===== src/rtl/pulse_stretch_if.sv =====
// pulse_stretch_if: event-in / stretched-level-out bundle for pulse_stretch.
// Signals: pulse_in (event strobe), level_out (stretched level), busy (HOLD or GAP),
//   pending (queued events, PEND_W bits), overflow (sticky drop flag).
// Modports: master drives pulse_in and observes status; slave is the stretcher itself.
interface pulse_stretch_if #(
   parameter int PEND_W = 3
);
   logic              pulse_in;
   logic              level_out;
   logic              busy;
   logic [PEND_W-1:0] pending;
   logic              overflow;
   modport master (output pulse_in, input level_out, busy, pending, overflow);
   modport slave (input pulse_in, output level_out, busy, pending, overflow);
endinterface


===== src/rtl/pulse_stretch.sv =====
// pulse_stretch: turns single-cycle event pulses into HOLD_CYCLES-high levels, each followed by a GAP_CYCLES low gap.
// Ports: clk; rst_n (async, active-low); bus (pulse_stretch_if.slave):
//   pulse_in in, level_out/busy/pending/overflow out, all registered.
// Option: define PULSE_STRETCH_QUEUE_EN to queue pulses arriving while busy in a
//   saturating pending counter; otherwise such pulses are dropped and pending is 0.
module pulse_stretch #(
   parameter int HOLD_CYCLES = 4096,
   parameter int GAP_CYCLES  = 1024,
   parameter int PEND_W      = 3
) (
   input logic            clk,
   input logic            rst_n,
   pulse_stretch_if.slave bus
);
   localparam int MAX_C = HOLD_CYCLES > GAP_CYCLES ? HOLD_CYCLES : GAP_CYCLES;
   localparam int CW = MAX_C > 1 ? $clog2(MAX_C) : 1;
   localparam logic [CW-1:0] HOLD_LD = CW'(HOLD_CYCLES - 1);
   localparam logic [CW-1:0] GAP_LD = CW'(GAP_CYCLES - 1);
   typedef enum logic [1:0] {IDLE, HOLD, GAP} state_t;
   state_t        state_q, state_d;
   logic [CW-1:0] cnt_q, cnt_d;
   logic          ovf_q, ovf_d;
   logic          level_q, level_d;
   logic          busy_q, busy_d;
   logic          gap_end;
   logic          restart;
   assign gap_end = (state_q == GAP) && (cnt_q == '0);
   assign level_d = state_d == HOLD;
   assign busy_d  = state_d != IDLE;
`ifdef PULSE_STRETCH_QUEUE_EN
   logic [PEND_W-1:0] pend_q, pend_d;
   logic              pend_full;
   logic              busy_pulse;
   assign pend_full  = &pend_q;
   // a pulse on the last gap cycle starts the next hold itself, so it is never queued
   assign busy_pulse = bus.pulse_in && (state_q != IDLE) && !gap_end;
   assign restart    = (pend_q != '0) || bus.pulse_in;
   // queued event takes the start slot; a same-cycle arrival replaces it in the queue
   always_comb begin
      pend_d = pend_q;
      ovf_d  = ovf_q;
      if (gap_end)
         pend_d = (pend_q != '0 && !bus.pulse_in) ? pend_q - 1'b1 : pend_q;
      else if (busy_pulse) begin
         pend_d = pend_full ? pend_q : pend_q + 1'b1;
         ovf_d  = ovf_q | pend_full;
      end
   end
   always_ff @(posedge clk or negedge rst_n)
      if (!rst_n) pend_q <= '0;
      else pend_q <= pend_d;
   assign bus.pending = pend_q;
`else
   assign restart     = 1'b0;
   assign ovf_d       = ovf_q | (bus.pulse_in && (state_q != IDLE));
   assign bus.pending = {PEND_W{1'b0}};
`endif
   always_comb begin
      state_d = state_q;
      cnt_d   = cnt_q - 1'b1;
      unique case (state_q)
         IDLE: begin
            state_d = bus.pulse_in ? HOLD : IDLE;
            cnt_d   = bus.pulse_in ? HOLD_LD : cnt_q;
         end
         HOLD: if (cnt_q == '0) begin
            state_d = GAP;
            cnt_d   = GAP_LD;
         end
         GAP: if (gap_end) begin
            state_d = restart ? HOLD : IDLE;
            cnt_d   = restart ? HOLD_LD : '0;
         end
         default: begin
            state_d = IDLE;
            cnt_d   = '0;
         end
      endcase
   end
   always_ff @(posedge clk or negedge rst_n)
      if (!rst_n) begin
         state_q <= IDLE;
         cnt_q   <= '0;
         ovf_q   <= 1'b0;
         level_q <= 1'b0;
         busy_q  <= 1'b0;
      end else begin
         state_q <= state_d;
         cnt_q   <= cnt_d;
         ovf_q   <= ovf_d;
         level_q <= level_d;
         busy_q  <= busy_d;
      end
   assign bus.level_out = level_q;
   assign bus.busy      = busy_q;
   assign bus.overflow  = ovf_q;
endmodule


===== src/flat_wrapper.sv =====
// flat-port wrapper written by rule: the top's interface ports become plain ports
module pulse_stretch_flat 
#(
   parameter int HOLD_CYCLES = 4096,
   parameter int GAP_CYCLES  = 1024,
   parameter int PEND_W      = 3
)
  (clk, rst_n, bus_pulse_in, bus_level_out, bus_busy, bus_pending, bus_overflow);
  pulse_stretch_if #(.PEND_W(PEND_W)) bus_i ();
  input logic clk;
  input logic rst_n;
  input wire logic [$bits(bus_i.pulse_in)-1:0] bus_pulse_in;
  output wire logic [$bits(bus_i.level_out)-1:0] bus_level_out;
  output wire logic [$bits(bus_i.busy)-1:0] bus_busy;
  output wire logic [$bits(bus_i.pending)-1:0] bus_pending;
  output wire logic [$bits(bus_i.overflow)-1:0] bus_overflow;
  assign bus_i.pulse_in = bus_pulse_in;
  assign bus_level_out = bus_i.level_out;
  assign bus_busy = bus_i.busy;
  assign bus_pending = bus_i.pending;
  assign bus_overflow = bus_i.overflow;
  pulse_stretch #(.HOLD_CYCLES(HOLD_CYCLES), .GAP_CYCLES(GAP_CYCLES), .PEND_W(PEND_W)) u_core (.clk(clk), .rst_n(rst_n), .bus(bus_i));
endmodule

===== config.mk =====
export PLATFORM = sky130hd
export DESIGN_NAME = pulse_stretch_flat
export DESIGN_NICKNAME = d
export VERILOG_FILES = /design/src/rtl/pulse_stretch_if.sv /design/src/rtl/pulse_stretch.sv /design/src/flat_wrapper.sv
export SDC_FILE = /design/constraint.sdc
export NUM_CORES = 1
export LEC_CHECK = 0
export CAP_MARGIN = 20
export CORE_MARGIN = 10
export CORE_UTILIZATION = 35
export DETAILED_ROUTE_END_ITERATION = 10
export SKIP_CTS_REPAIR_TIMING = 1
export SYNTH_ARGS = -nofsm -noshare
export SYNTH_HDL_FRONTEND = slang
export SYNTH_SLANG_ARGS = --single-unit
export TNS_END_PERCENT = 30

===== constraint.sdc =====
create_clock -name clk -period 1.9 [get_ports clk]
set_input_delay 0.38 -clock clk [delete_from_list [all_inputs] [get_ports clk]]
set_output_delay 0.38 -clock clk [all_outputs]
set_load 0.02 [all_outputs]

After elaboration in Yosys (flattened, before gate mapping) --
Index checks and enable logic that the tools add are counted.
Cells by class: bitwise operators 1, equality and inequality tests 4, add/subtract/negate cells 1, reductions and logical operators 6, multiplexer cells 8
Operators with widths (number):
- 2-to-1 mux 12 bit | 3
- one-hot mux 12 bit (3 select lines) | 1
- zero test 12 bit | 1
- subtractor 12 x 1 -> 12 bit (second input constant) | 1
- one-hot mux 2 bit (3 select lines) | 1
- equality test 2 x 1 -> 1 bit (second input constant) | 2
- 2-to-1 mux 2 bit | 2
- nonzero test 2 bit | 2
- equality test 2 bit (second input constant) | 1
- logical AND 1 bit | 2
- zero test 2 bit | 1
- inequality test 2 bit (second input constant) | 1
- 2-to-1 mux 1 bit | 1
- bitwise OR 1 bit | 1
Storage, ports and cells: input bits 3, word-level logic and storage cells 25, bits in registers 17, output and inout port bits 6

Depth between registers and ports, before layout --
Gate-level depths: netlist of the first run.
word-level depth 5, mapped depth 7, mapped depth without buffers 6

Worst setup path after synthesis of the first run --
OpenSTA, ideal clock, no wires.
kind reg2reg, start register u_core.cnt_q[3], end register u_core.cnt_q[9], arrival time 1.570 ns, data required time 1.770 ns, path buffers 0, clock period less this slack 1.700 ns, setup slack 0.200 ns, library setup time 0.130 ns, stages on the path, launching flop included 5, cell sequence dfrtp_1 > or4_4 > o41a_1 > a311oi_2 > a31oi_1
Between the ends: longest elaborated chain between the ends 4, elaborated cells on any way between the ends 6, classes of those cells 1 x add/sub; 3 x mux; 2 x reduce/logical
Ends and longest elaborated chain:
- from (decl) | line pulse_stretch.sv:21 | logic [CW-1:0] cnt_q, cnt_d;
- from (signal assigned) | line pulse_stretch.sv:89 | cnt_q <= cnt_d;
- branches (longest 3 deep; another with subtractor 12 x 1 -> 12 bit)
- one-hot mux 12 bit (3 select lines) (*) | line pulse_stretch.sv:61 | unique case (state_q)
Mark *: on every way between the ends. A chain may end at the register's enable or synchronous reset.

Worst setup path after layout of the first run --
start register u_core.cnt_q[3], end register u_core.cnt_q[11]
The elaborated chain is that of the path after synthesis.

==> results.sh, run 1 <==
export IMPL_rows=20
export IMPL_outcome="finished, final reports clean"
export IMPL_timing_setup_tns_ps=0
export IMPL_finalWeightedCongestion=0.800
export IMPL_grt_antenna_before_repair=0
export IMPL_die_h_um=77.6
export IMPL_grt_pass1_vias=1021
export IMPL_crit_path_start_kind="register"
export IMPL_worstSetupPathType="register to register"
export IMPL_drt_iter0_drc=85
export IMPL_grt_pass1_wl_um=4780
export IMPL_netlist_cell_type_count=46
export IMPL_drive_gt1_share_pct=22.0
export IMPL_synth_warnings=0
export IMPL_synthCells=126
export IMPL_io_pins=9
export IMPL_cts_inserted_buffers=3
export IMPL_firstDrtPassIters=4
export IMPL_gr_total_overflow=0
export IMPL_placedCellCount=180
export IMPL_ant_nets=0
export IMPL_vias_per_cell=5.52
export IMPL_drc=0
export IMPL_p_leak_nw=0.518
export IMPL_rsz0062_at_grt="no"
export IMPL_clock_path_buffers=2
export IMPL_final_cell_mix="16 x buf_4, 16 x dfrtp_1, 11 x nor2_1"
export IMPL_worstPathRequired_ps=2120
export IMPL_peakVddDrop_v=0.000410
export IMPL_finalClockSkew_ps=2.97
export IMPL_syn_area_um2=1160
export IMPL_nets=147
export IMPL_grt_max_degree=18
export IMPL_clock_sinks=17
export IMPL_dpl_hpwl_um=2080
export IMPL_io_buffers=5
export IMPL_critPathMaxFanout=8
export IMPL_die_area_um2=6030
export IMPL_cts_tree="yes"
export IMPL_hold_viol_final=0
export IMPL_fmax_ghz=0.558
export IMPL_fp_dieW_um=77.6
export IMPL_insertion_delay_ps=300
export IMPL_p_per_area_nw_per_um2=924
export IMPL_layoutNonFillerInstCount=185
export IMPL_syn_to_final_growth_pct=18.2
export IMPL_syn_avg_cell_area_um2=9.23
export IMPL_finalCritPeriodShare_pct=94.3
export IMPL_worstPathArrival_ps=2020
export IMPL_groute_usage_overall_pct=9.44
export IMPL_hp_class="input pin to asynchronous set/reset pin"
export IMPL_final_max_slew_viol_count=0
export IMPL_cts_root_buf="clkbuf_4"
export IMPL_initial_utilization_pct=37.2
export IMPL_max_cap_violations=0
export IMPL_wl_per_cell_um=15.4
export IMPL_cts_max_level=1
export IMPL_routed_wl_um=2850
export IMPL_period_needed_ps=1790
export IMPL_synth_seq_cells=17
export IMPL_path_clk_slew_ps=110
export IMPL_num_vias=1021
export IMPL_setup_violations=0
export IMPL_synth_seq_area_share_pct=36.6
export IMPL_insertedDiodeCount=0
export IMPL_worstSetupEndpointType="register"
export IMPL_core_area_um2=3130
power breakdown:
part	switching [mW]	internal, mW
registers	0.207	0.454
clock network	0.124	0.0818
logic	0.181	0.221
per-layer routing:
metal | track usage [%] | part of all wire [%] | vias to the layer above
li1 | - | - | 503
met1 | 12.2 | 46 | 489
met2 | 14.4 | 48 | 27
met3 | 3.92 | 5.4 | 2
met4 | 1.82 | 0.46 | 0
met5 | 0 | 0 | -
synthesized netlist by cell type (all sizes together):
cell type  instances  area (µm²)
o221ai             1        8.76
o41a               2        22.5
o32ai              1        8.76
a311oi             1        15.0
nand2              5        18.8
inv                3        11.3
or3                2        12.5
or4                1        11.3
a32oi              2        17.5
a21o               3        22.5
clkinv             1        3.75
o31ai              3        22.5
clkbuf             2        8.75
a21oi              9        45.0
nand2b             1        6.26
a31oi              2        12.5
a221oi             1        8.76
ha                 2        25.0
o21a               1        7.51
a211o              1        10.0
nor3b              1        7.51
nor4               1        21.3
and2               3        18.8
a311o              1        10.0
or3b               1        8.76
nor4b              2        38.8
or2                1        6.26
o22ai              2        12.5
nand3              2        10.0
conb               1        3.75
o41ai              1        8.76
o21ai              6        30.0
a211oi             3        22.5
and3               3        20.0
a2111oi            1        8.76
buf               10        62.6
nor3               8        45.0
xnor2              5        43.8
dfrtp             17         425
nor2              11        41.3
a41oi              2        17.5
cells by family after synthesis:
kind of cell	count (synthesis)	share of synthesized area (%)
AO/OA/AOI/OAI	43	26.8
XOR/XNOR	5	3.77
adder cells (fa/ha/maj)	2	2.15
buffers and inverters	16	7.43
flip-flops	17	36.6
other	1	0.323
AND/OR/NAND/NOR	42	22.9
worst max-delay path: stages, from the launching register on:
cell and delay (ps):
dfrtp_2 500, or4_4 540, buf_4 170, nor2_1 200, a32oi_1 140, o22ai_1 160
sequential cells by signal, summed over array words and instances, names as in the netlist:
signal and count:
u_core.cnt_q 12, u_core.state_q 2, u_core.bus.busy 1, u_core.bus.level_out 1, u_core.bus.overflow 1
worst paths after layout:
| check | start | slack [ps] | cells past startpoint | end |
|---|---|---|---|---|
| min reg2reg | u_core.bus.overflow$_DFF_PN0_ | 470 | 1 | u_core.bus.overflow$_DFF_PN0_ |
| min | rst_n | 390 | 2 | u_core.cnt_q[9]$_DFFE_PN0P_ |
| max reg2reg | u_core.cnt_q[3]$_DFFE_PN0P_ | 110 | 5 | u_core.cnt_q[11]$_DFFE_PN0P_ |
| min in group clk | u_core.bus.overflow$_DFF_PN0_ | 470 | 1 | u_core.bus.overflow$_DFF_PN0_ |
| max | u_core.cnt_q[3]$_DFFE_PN0P_ | 110 | 5 | u_core.cnt_q[11]$_DFFE_PN0P_ |
| max in group asynchronous | rst_n | 1300 | 2 | u_core.cnt_q[3]$_DFFE_PN0P_ |
area by class of cell:
class                      instances  area (µm²)
fill                             324        1750
multi-input combinational         95         681
sequential                        17         427
timing repair buffer              21         170
tap                               44        55.1
clock buffer                       4        26.3
inverter                           4        15.0
metrics by stage:
| step | hold slack [ps] | total power, mW | setup slack (ps) | area [µm²] | util [%] |
|---|---|---|---|---|---|
| 3_3_place_gp | 446 | 1.02 | 61.8 | 1320 | 42.1 |
| 3_5_place_dp | 449 | 1.03 | 56.0 | 1320 | 42.1 |
| 4_1_cts | 398 | 1.24 | 72.5 | 1340 | 42.9 |
| 6_report | 387 | 1.27 | 109 | 1370 | 43.9 |
| 2_1_floorplan | 84.4 | 0.892 | 200 | 1170 | - |
| 5_1_grt | 394 | 1.37 | 7.67 | 1370 | 43.9 |
Note: power is estimated with default switching activity, not from simulation.
==> run 2, diff against run 1 <==
==> constraint.sdc (replaced) <==
create_clock -name clk -period 1.9 [get_ports clk]
set_input_delay 0.19 -clock clk [delete_from_list [all_inputs] [get_ports clk]]
set_output_delay 0.19 -clock clk [all_outputs]
set_load 0.02 [all_outputs]
==> run 2 against run 1 <==
Against the previous run:
- die area unchanged
- final area increased by 0.73%
- register-to-register slack got worse by 20 ps
- sequential share of layout area decreased by 0.22 points
- utilization increased by 0.32 points
- power decreased by 2.8%
- largest power group unchanged
- cell count decreased by 0.54%
- highest routed layer unchanged
==> results.sh, run 2 (synthesized netlist as in run 1, its figures left out) <==
export IMPL_relSlewSlack_pct=64.3
export IMPL_rows=20
export IMPL_insertion_delay_ps=300
export IMPL_layout_commonest_cell="dfrtp_1"
export IMPL_gr_total_overflow=0
export IMPL_final_cell_mix="16 x dfrtp_1, 15 x buf_4, 11 x nor2_1"
export IMPL_cts_max_level=1
export IMPL_total_power_mw=1.23
export IMPL_nets=146
export IMPL_drive_gt1_share_pct=25.7
export IMPL_ant_nets=0
export IMPL_vias_per_cell=5.77
export IMPL_finalWeightedCongestion=0.831
export IMPL_period_needed_ps=1810
export IMPL_io_pins=9
export IMPL_initial_utilization_pct=37.2
export IMPL_critPathMaxFanout=8
export IMPL_p_leak_nw=0.511
export IMPL_top_register="u_core.cnt_q"
export IMPL_groute_usage_overall_pct=9.82
export IMPL_die_area_um2=6030
export IMPL_rsz0062_at_grt="yes"
export IMPL_max_cap_violations=0
export IMPL_cts_inserted_buffers=3
export IMPL_fp_dieW_um=77.6
export IMPL_fmax_ghz=0.551
export IMPL_peakVddDrop_v=0.000528
export IMPL_clock_sinks=17
export IMPL_finalCritPeriodShare_pct=95.5
export IMPL_worstPathRequired_ps=2060
export IMPL_cts_tree="yes"
export IMPL_finalClockSkew_ps=6.13
export IMPL_syn_to_final_growth_pct=19.1
export IMPL_dpl_hpwl_um=2070
export IMPL_finish_utilization_pct=44.2
export IMPL_routed_wl_um=2970
export IMPL_setup_violations=0
export IMPL_grt_max_degree=18
export IMPL_drc=0
export IMPL_hp_class="input pin to asynchronous set/reset pin"
export IMPL_grt_pass1_vias=1030
export IMPL_hold_viol_final=0
export IMPL_insertedDiodeCount=0
export IMPL_p_per_area_nw_per_um2=892
export IMPL_die_h_um=77.6
export IMPL_outcome="finished, final reports clean"
export IMPL_grt_antenna_before_repair=0
export IMPL_finalWorstSetupSlack_ps=86.0
export IMPL_worstPathArrival_ps=1970
export IMPL_firstDrtPassIters=4
export IMPL_num_vias=1062
export IMPL_worstSetupPathType="register to register"
export IMPL_top_regs="u_core.cnt_q: 12 flops, u_core.state_q: 2 flops"
export IMPL_crit_path_start_kind="register"
export IMPL_largest_reg_flops=12
export IMPL_io_buffers=5
export IMPL_worstSetupEndpointType="register"
export IMPL_cts_root_buf="clkbuf_4"
export IMPL_core_area_um2=3130
export IMPL_grt_pass1_wl_um=4970
export IMPL_wl_per_cell_um=16.1
export IMPL_pre_cts_ws_ps=10.7
export IMPL_drt_iter0_drc=88
export IMPL_clock_path_buffers=2
export IMPL_final_max_slew_viol_count=0
export IMPL_path_clk_slew_ps=100
export IMPL_worst_slew_pin_slew_ps=536
-- run 2: layout make-up --
class	instances	area, µm²
tap	44	55.1
multi-input combinational	95	697
fill	306	1740
inverter	4	15.0
sequential	17	427
timing repair buffer	20	163
clock buffer	3	22.5
clock inverter	1	5.00
-- run 2: final timing paths --
path | start | cells past startpoint | slack (ps) | end
worst min-delay path | rst_n | 2 | 220 | u_core.cnt_q[10]$_DFFE_PN0P_
max in group asynchronous | rst_n | 2 | 1480 | u_core.cnt_q[3]$_DFFE_PN0P_
worst min register to register | u_core.bus.overflow$_DFF_PN0_ | 1 | 470 | u_core.bus.overflow$_DFF_PN0_
worst max-delay path | u_core.cnt_q[3]$_DFFE_PN0P_ | 4 | 90 | u_core.cnt_q[9]$_DFFE_PN0P_
worst max register to register | u_core.cnt_q[3]$_DFFE_PN0P_ | 4 | 90 | u_core.cnt_q[9]$_DFFE_PN0P_
min in group clk | u_core.bus.overflow$_DFF_PN0_ | 1 | 470 | u_core.bus.overflow$_DFF_PN0_
-- run 2: through the flow --
step           hold WS [ps]  cells  setup TNS, ps  instance area, µm²
6_report                217    184              0                1380
5_1_grt                 234    184          -95.5                1380
4_1_cts                 214    180          -39.1                1310
3_5_place_dp            448    176              0                1290
3_3_place_gp            444    176              0                1290
2_1_floorplan          -106    128              0                1170
-- run 2: worst max-delay path: stages, from the launching register on --
cell	delay, ps
dfrtp_2	500
or4_4	550
o41a_1	360
a311oi_2	190
a31oi_1	70
-- run 2: power by group --
part	switching, mW	internal (mW)	leakage, nW	total, mW
registers	0.184	0.455	0.180	0.639
clock network	0.118	0.0785	0.0177	0.196
logic	0.191	0.208	0.313	0.399
total	0.492	0.742	0.511	1.23
-- run 2: layer usage --
layer	vias up	part of all wire (%)	track usage [%]
met4	0	1.6	2.92
met2	25	47	15.3
met5	-	0	0
met1	534	46	12.5
li1	495	-	-
met3	8	5.5	3.23
==> run 3, diff against run 2 <==
--- a/config.mk
+++ b/config.mk
@@ -9,7 +9,7 @@
 export CORE_MARGIN = 10
 export CORE_UTILIZATION = 35
 export DETAILED_ROUTE_END_ITERATION = 10
-export SKIP_CTS_REPAIR_TIMING = 1
+export PLACE_DENSITY_LB_ADDON = 0.05
 export SYNTH_ARGS = -nofsm -noshare
 export SYNTH_HDL_FRONTEND = slang
 export SYNTH_SLANG_ARGS = --single-unit
==> constraint.sdc (replaced) <==
create_clock -name clk -period 2.3 [get_ports clk]
set_input_delay 0.23 -clock clk [delete_from_list [all_inputs] [get_ports clk]]
set_output_delay 0.23 -clock clk [all_outputs]
set_load 0.02 [all_outputs]
==> run 3 against run 2 <==
Against the previous run:
- flip-flop and latch count stayed put
- largest cell class unchanged
- wire length shrank 2.0%
- maximum frequency shrank 6.8%
- sequential power is 18% lower
- first-iteration DRC count fell by 27%
- critical path type unchanged
- largest power group unchanged
- setup slack improved by 270 ps
- utilization shrank 3.5 points
- global-route usage is 0.054 points lower
==> results.sh, run 3 (synthesized netlist as in run 1, its figures left out) <==
export IMPL_routed_wl_um=2910
export IMPL_finalClockSkew_ps=1.04
export IMPL_top_regs="u_core.cnt_q: 12 flops, u_core.state_q: 2 flops"
export IMPL_peakVddDrop_v=0.000355
export IMPL_drc=0
export IMPL_worstSetupPathType="register to register"
export IMPL_multi_input_area_um2=658
export IMPL_top_register="u_core.cnt_q"
export IMPL_p_leak_nw=0.460
export IMPL_worst_slew_pin_slew_ps=581
export IMPL_regArea_um2=425
export IMPL_cts_inserted_buffers=3
export IMPL_max_cap_violations=0
export IMPL_core_area_um2=3130
export IMPL_pre_cts_ws_ps=388
export IMPL_relSlewSlack_pct=61.2
export IMPL_finalCritPeriodShare_pct=84.6
export IMPL_hp_class="input pin to asynchronous set/reset pin"
export IMPL_cts_tree="yes"
export IMPL_fin_area_um2=1270
export IMPL_wl_per_cell_um=16.6
export IMPL_groute_usage_overall_pct=9.77
export IMPL_finalWeightedCongestion=0.838
export IMPL_drt_iter0_drc=64
export IMPL_worstPathRequired_ps=2540
export IMPL_cts_resized=0
export IMPL_p_per_area_nw_per_um2=766
export IMPL_hold_buffers=0
export IMPL_grt_max_degree=18
export IMPL_rsz0062_at_grt="no"
export IMPL_clock_path_buffers=2
export IMPL_worstSetupEndpointType="register"
export IMPL_critPathMaxFanout=5
export IMPL_insertion_delay_ps=290
export IMPL_finalWorstSetupSlack_ps=354
export IMPL_crit_path_start_kind="register"
export IMPL_setup_violations=0
export IMPL_io_buffers=5
export IMPL_die_h_um=77.6
export IMPL_ant_nets=0
export IMPL_io_pins=9
export IMPL_timing_setup_tns_ps=0
export IMPL_firstDrtPassIters=4
export IMPL_cts_setup_buffers=0
export IMPL_die_area_um2=6030
export IMPL_cts_max_level=1
export IMPL_final_max_slew_viol_count=0
export IMPL_drive_gt1_share_pct=14.5
export IMPL_fmax_ghz=0.514
export IMPL_grt_antenna_before_repair=0
export IMPL_gr_total_overflow=0
export IMPL_rows=20
export IMPL_finish_utilization_pct=40.8
export IMPL_insertedDiodeCount=0
export IMPL_grt_pass1_vias=1004
export IMPL_fp_dieW_um=77.6
export IMPL_dpl_hpwl_um=2140
export IMPL_hold_viol_final=0
export IMPL_period_needed_ps=1950
export IMPL_syn_to_final_growth_pct=9.69
export IMPL_cts_root_buf="clkbuf_4"
export IMPL_fill_cells=304
export IMPL_placed_area_um2=1250
export IMPL_outcome="finished, final reports clean"
export IMPL_largest_reg_flops=12
export IMPL_final_cell_mix="17 x dfrtp_1, 11 x nor2_1, 9 x a21oi_1"
export IMPL_path_clk_slew_ps=100
export IMPL_nets=137
export IMPL_grt_pass1_wl_um=4910
export IMPL_clock_sinks=17
export IMPL_layout_commonest_cell="dfrtp_1"
export IMPL_num_vias=990
export IMPL_initial_utilization_pct=37.2
export IMPL_worstPathArrival_ps=2190
export IMPL_vias_per_cell=5.66
[run 3: cell count changes in the layout (fill, tap and decap cells not counted), sizes merged]
cell / delta
buf: -9
clkinv: -1
clkbuf: +1
[run 3: critical path, cell delays in order (launching register included)]
cell and delay (ps):
dfrtp_1 430, inv_1 90, ha_1 220, nor4b_2 410, nand2_1 90, a2111oi_0 450, o41a_1 200
[run 3: area by class of cell]
| type | count | share of cell area (%) |
|---|---|---|
| clock buffer | 4 | 2.06 |
| tap | 44 | 4.32 |
| multi-input combinational | 95 | 51.6 |
| timing repair buffer | 11 | 7.46 |
| sequential | 17 | 33.4 |
| inverter | 4 | 1.18 |
[run 3: layer usage]
layer  up-vias  GRT usage [%]  part of all wire [%]
li1        481              -                     -
met1       477           12.6                    47
met2        28           15.3                    47
met3         4           2.19                   4.9
met4         0           4.01                  0.79
met5         -              0                     0
[run 3: per-stage QoR]
step	hold slack (ps)	power, mW	instances
global placement	454	0.811	171
detailed placement	456	0.812	171
finish	246	0.977	175
floorplan	-65.6	0.737	128
global route	257	1.05	175
CTS	247	0.982	175
[run 3: path summary, 6_finish.rpt]
path	startpoint	cells past startpoint	endpoint	slack, ps
worst max-delay path	u_core.cnt_q[0]$_DFFE_PN0P_	6	u_core.cnt_q[8]$_DFFE_PN0P_	350
worst min-delay path	rst_n	2	u_core.cnt_q[10]$_DFFE_PN0P_	250
min in group clk	u_core.bus.overflow$_DFF_PN0_	1	u_core.bus.overflow$_DFF_PN0_	480
worst min register to register	u_core.bus.overflow$_DFF_PN0_	1	u_core.bus.overflow$_DFF_PN0_	480
worst max register to register	u_core.cnt_q[0]$_DFFE_PN0P_	6	u_core.cnt_q[8]$_DFFE_PN0P_	350
max in group asynchronous	rst_n	2	u_core.cnt_q[2]$_DFFE_PN0P_	1860
[run 3: where the power goes]
group          leakage (nW)  switching (mW)  internal (mW)  total, mW
Clock                0.0150          0.0992         0.0675      0.167
Combinational         0.264           0.140          0.149      0.289
Sequential            0.181           0.148          0.374      0.522
